==> src/rtl/traffic_phase_scheduler.sv <==
// rtl/traffic_phase_scheduler.sv - timed main/side/walk phase sequencer with all-red clearance
// Dwell counts advance on tick; lights are registered from the next-state decode.
module traffic_phase_scheduler #(
   parameter int CNT_W     = 8,
   parameter int GREEN_MIN = 10,
   parameter int GREEN_MAX = 30,
   parameter int YELLOW_T  = 3,
   parameter int ALLRED_T  = 2,
   parameter int WALK_T    = 8
) (
   input  logic       clk,
   input  logic       rst,
   input  logic       tick,
   input  logic       en,
   input  logic       side_req,
   input  logic       ped_req,
   output logic [2:0] main_light,
   output logic [2:0] side_light,
   output logic       walk,
   output logic [2:0] phase,
   output logic       ped_pending
);

   typedef enum logic [2:0] {
      S_ALLRED_A = 3'd0,
      S_MAIN_G   = 3'd1,
      S_MAIN_Y   = 3'd2,
      S_ALLRED_B = 3'd3,
      S_SIDE_G   = 3'd4,
      S_SIDE_Y   = 3'd5,
      S_WALK     = 3'd6,
      S_HOLD     = 3'd7
   } state_t;

   localparam logic [CNT_W-1:0] L_GMIN   = CNT_W'(GREEN_MIN - 1);
   localparam logic [CNT_W-1:0] L_GMAX   = CNT_W'(GREEN_MAX - 1);
   localparam logic [CNT_W-1:0] L_YELLOW = CNT_W'(YELLOW_T - 1);
   localparam logic [CNT_W-1:0] L_ALLRED = CNT_W'(ALLRED_T - 1);
   localparam logic [CNT_W-1:0] L_WALK   = CNT_W'(WALK_T - 1);

   state_t           r_state;
   logic [CNT_W-1:0] r_cnt;
   state_t           w_next;
   logic [CNT_W-1:0] w_cnt_next;
   logic             w_ped_next;
   logic             w_green_min;

   assign w_green_min = tick && (r_cnt >= L_GMIN);

   always_comb begin
      w_next = r_state;
      case (r_state)
         S_ALLRED_A:
            if (tick && r_cnt == L_ALLRED)
               w_next = !en ? S_HOLD : (r_ped_pending_or_walk() ? S_WALK : S_MAIN_G);
         S_MAIN_G:
            if (w_green_min && (side_req || ped_pending || !en))
               w_next = S_MAIN_Y;
         S_MAIN_Y:
            if (tick && r_cnt == L_YELLOW) w_next = S_ALLRED_B;
         S_ALLRED_B:
            if (tick && r_cnt == L_ALLRED)
               w_next = !en ? S_HOLD : side_req ? S_SIDE_G : ped_pending ? S_WALK : S_MAIN_G;
         S_SIDE_G:
            if ((w_green_min && (!side_req || !en)) || (tick && r_cnt == L_GMAX))
               w_next = S_SIDE_Y;
         S_SIDE_Y:
            if (tick && r_cnt == L_YELLOW) w_next = S_ALLRED_A;
         S_WALK:
            if (tick && r_cnt == L_WALK) w_next = S_MAIN_G;
         S_HOLD:
            if (en) w_next = S_ALLRED_A;
         default: w_next = S_ALLRED_A;
      endcase
   end

   function automatic logic r_ped_pending_or_walk();
      return ped_pending;
   endfunction

   // Counter saturates so an unbounded main green can never wrap back below GREEN_MIN.
   always_comb begin
      w_cnt_next = r_cnt;
      if (w_next != r_state)
         w_cnt_next = '0;
      else if (tick && r_cnt != '1)
         w_cnt_next = r_cnt + 1'b1;
   end

   assign w_ped_next = ped_req || (ped_pending && !(w_next == S_WALK && r_state != S_WALK));
   assign phase      = r_state;

   always_ff @(posedge clk or posedge rst) begin
      if (rst) begin
         r_state     <= S_ALLRED_A;
         r_cnt       <= '0;
         ped_pending <= 1'b0;
         main_light  <= 3'b001;
         side_light  <= 3'b001;
         walk        <= 1'b0;
      end else begin
         r_state     <= w_next;
         r_cnt       <= w_cnt_next;
         ped_pending <= w_ped_next;
         main_light  <= (w_next == S_MAIN_G) ? 3'b100 : (w_next == S_MAIN_Y) ? 3'b010 : 3'b001;
         side_light  <= (w_next == S_SIDE_G) ? 3'b100 : (w_next == S_SIDE_Y) ? 3'b010 : 3'b001;
         walk        <= (w_next == S_WALK);
      end
   end

endmodule
==> config.mk <==
export PLATFORM = sky130hd
export DESIGN_NAME = traffic_phase_scheduler
export DESIGN_NICKNAME = d
export VERILOG_FILES = /design/src/rtl/traffic_phase_scheduler.sv
export SDC_FILE = /design/constraint.sdc
export NUM_CORES = 1
export LEC_CHECK = 0
export CAP_MARGIN = 20
export CORE_UTILIZATION = 40
export CTS_BUF_LIST = sky130_fd_sc_hd__clkbuf_2
export DETAILED_ROUTE_END_ITERATION = 10
export SYNTH_ARGS = -nofsm -noshare
export SYNTH_HDL_FRONTEND = slang
export SYNTH_SLANG_ARGS = --single-unit
==> constraint.sdc <==
create_clock -name clk -period 2.9 [get_ports clk]
set_input_delay 0.435 -clock clk [delete_from_list [all_inputs] [get_ports clk]]
set_output_delay 0.435 -clock clk [all_outputs]
set_load 0.005 [all_outputs]
==> flow_summary_export.csv <==
group,metric,value,unit
yosys,synthMuxAreaShare,0.02332,
yosys,avgSynthCellArea,9.063,um2
hold_path,min_path_type,"input pin to asynchronous set/reset pin",
layout,fillCellCount,307,
sta,max_freq,420.1,MHz
cts,hold_buffers,0,
yosys,synth_area_leaders,"dfrtp_1 32%, dfstp_2 3.9%, ha_1 3.7%",
layout,nets,175,
yosys,synth_top_area_frac,0.3172,
cts,clk_pin_slew,0.18,ns
layout,antennaDiodeCount,0,
placed_design,place_congestion,0.9256,
yosys,yosysWarnings,0,
yosys,syn-num-nets,158,
route,totalWireLength,3090,um
sta,maxSlewViolCount,0,
route,vias,1177,
power,switching_share,0.4557,
placed_design,hpwlAfterDp,2340,um
setup_path,worstPathRequired,3.07,ns
grt,grt_antenna_before_repair,0,
cts,tritoncts,"yes",
layout,area_growth,16.42,%
cts,clockRootBuffer,"clkbuf_2",
yosys,yosysTopAreaCell,"dfrtp_1",
power,clock_power_share,0.084,
power,p_per_area,861.8,nW/um2
sta,period_share,0.8208,
floorplanning,fp-row-count,20,
cts,worstSkewPairLatency,0.30,ns
floorplanning,die_w,59.91,um
route,final_antenna_net_count,0,
route,avgViaCountPerCell,5.659,
layout,final_util,0.4992,
route,drc,0,
placed_design,port_buffers,16,
route,dr.pass1.iters,4,
yosys,syn_inst,148,
layout,final_area,1562,um2
route,wl_per_cell,14.86,um
floorplanning,core,3128,um2
setup_path,worstSetupEndpointType,"flip-flop",
job,cap_violations,0,
floorplanning,dieHeight,59.91,um
yosys,yosys.area_share.simple,0.2957,
sta,period_minus_slack,2.380,ns
sta,final.setup_skew,0.01723,ns
cts,clock_path_buffers,2,
yosys,synth_common_cells,"17 x dfrtp_1, 13 x nand2_1, 10 x nor2_1",
placed_design,placed_cell_area,1541,um2
sta,hold_viol,0,
setup_path,worst_ep_arrival_time,2.55,ns
grt,grt_max_degree,20,
grt,overflow,0,
power,peakVddDrop,0.5071,mV
outcome,status,"complete, no violations",
yosys,synth-edff-count,0,
setup_path,crit_type,"flip-flop to flip-flop",
yosys,ys_ff_latch,19,
yosys,synth_top_family_by_area,"simple AND/OR/NAND/NOR gates",
power,intPower,732.5,uW
layout,drive_gt1_frac,0.1524,
yosys,synth_xor_area_frac,0.03918,
yosys,synth_compound_area_frac,0.2006,
floorplanning,dieArea,3589,um2
grt,grt_use_total,0.1917,
setup_path,cp_max_fo,6,
power,combinationalPowerShare,0.577,
route,drtIter0Drc,75,
yosys,synthDistinctLibCells,48,
cts,cts_max_level,1,
floorplanning,io_pins,17,
sta,slew_headroom,0.5265,
yosys,yosysMostFrequentCell,"dfrtp_1",
power,p_seq_frac,0.339,
grt,first_global_vias,1136,
cts,cts_resized,0,
yosys,netlist_area,1341,um2
yosys,yosysSeqAreaShare,0.3563,
yosys,ys.flop_type,"dfrtp_1",
sta,fin_setup_tns,0,ns
yosys,async_flop_share,1.000,
sta,setup-violations-final,0,
sta,worst_pin_slew,0.7095,ns
sta,rsz0062_at_grt,"no",
cts,cts.sinks,19,
setup_path,cp-start-kind,"flip-flop",
cts,post_cts_buffers,0,
yosys,synth_adder_area_share,0.03731,
power,switching_power,613.2,uW
power,leakage,0.6088,nW
grt,grt_pass1_wl,5264,um
floorplanning,initial_core_util,0.4288,
cts,cts_buffers,3,
==> cells in the final DEF, fill, tap and decap left out, types with 2 or more instances in the layout <==
| cell type | instances |
|---|---|
| dfrtp_1 | 17 |
| clkdlybuf4s50_1 | 16 |
| nand2_1 | 13 |
| nor2_1 | 10 |
| a21oi_1 | 9 |
| inv_1 | 8 |
| nor4_1 | 7 |
| nand3_1 | 6 |
| nand4_1 | 5 |
| nand2b_1 | 4 |
| nor2b_1 | 4 |
| a31oi_1 | 4 |
| ha_1 | 4 |
| clkbuf_2 | 4 |
| a211oi_2 | 3 |
| xnor2_1 | 3 |
| xor2_1 | 3 |
| and2_1 | 2 |
| o22ai_1 | 2 |
| nor3b_1 | 2 |
| mux2i_1 | 2 |
| o21ai_0 | 2 |
| nor4_2 | 2 |
| nand4bb_1 | 2 |
| o21ai_1 | 2 |
| o31ai_1 | 2 |
| o21a_1 | 2 |
| dfstp_2 | 2 |
| buf_4 | 2 |
==> sequential cells by signal, summed over array words and instances (netlist names) <==
name         cells
main_light       3
side_light       3
phase            3
walk             1
ped_pending      1
r_cnt            8
==> cells by family (layout without fill, tap and decap cells) <==
kind of cell	Yosys count	after routing
AND/OR/NAND/NOR	66	66
buffers and inverters	15	31
flip-flops	19	19
AO/OA/AOI/OAI	35	35
XOR/XNOR	6	6
multiplexers	3	3
adder cells (fa/ha/maj)	4	4
==> cell type report <==
cell class / instances / area, um2 / share of cell area
sequential: 19 / 478.0 / 0.3061
inverter: 9 / 33.78 / 0.02163
tap: 44 / 55.05 / 0.03526
multi-input combinational: 114 / 799.5 / 0.5120
timing repair buffer: 18 / 175.2 / 0.1122
clock buffer: 4 / 20.02 / 0.01282
==> layer usage <==
layer | vias to the layer above | global-route usage | wire, um
li1 | 577 | - | -
met1 | 560 | 0.2851 | 1570
met2 | 33 | 0.2778 | 1316
met3 | 7 | 0.01948 | 129
met4 | 0 | 0.08638 | 73
met5 | - | 0 | 0
==> critical path, stage by stage (launching register included) <==
cell,delay [ns]
dfrtp_1,0.49
or4_4,0.59
o41a_1,0.42
a21oi_1,0.27
a41oi_2,0.13
a211oi_2,0.25
a31oi_1,0.11
==> metrics by stage <==
stage | hold WS (ns) | setup slack [ns] | total power [mW] | std cells
global route | 0.5843 | 0.4124 | 1.446 | 208
CTS | 0.5439 | 0.5624 | 1.346 | 208
detailed placement | 0.6535 | 0.3556 | 1.229 | 204
global placement | 0.6309 | 0.3681 | 1.222 | 204
finish | 0.5137 | 0.5197 | 1.346 | 208
floorplan | 0.3847 | 0.7606 | 0.9634 | 148
==> power groups by stage <==
| stage | sequential (mW) | combinational (mW) | clock [mW] |
|---|---|---|---|
| floorplan | 0.404 | 0.560 | 0 |
| global placement | 0.457 | 0.765 | 0 |
| detailed placement | 0.462 | 0.768 | 0 |
| CTS | 0.456 | 0.773 | 0.117 |
| global route | 0.471 | 0.848 | 0.127 |
| finish | 0.456 | 0.776 | 0.113 |
==> final timing paths <==
kind,from,end,slack (ns),depth (start not counted)
min,rst,r_cnt[3]$_DFFE_PP0P_,0.51,2
max,r_cnt[5]$_DFFE_PP0P_,ped_pending$_DFF_PP0_,0.52,6
max reg2reg,r_cnt[5]$_DFFE_PP0P_,ped_pending$_DFF_PP0_,0.52,6
min in group clk,r_cnt[0]$_DFFE_PP0P_,r_cnt[0]$_DFFE_PP0P_,0.68,2
min reg2reg,r_cnt[0]$_DFFE_PP0P_,r_cnt[0]$_DFFE_PP0P_,0.68,2
max in group asynchronous,rst,ped_pending$_DFF_PP0_,1.92,2
Power figures use the tool's default switching activity.
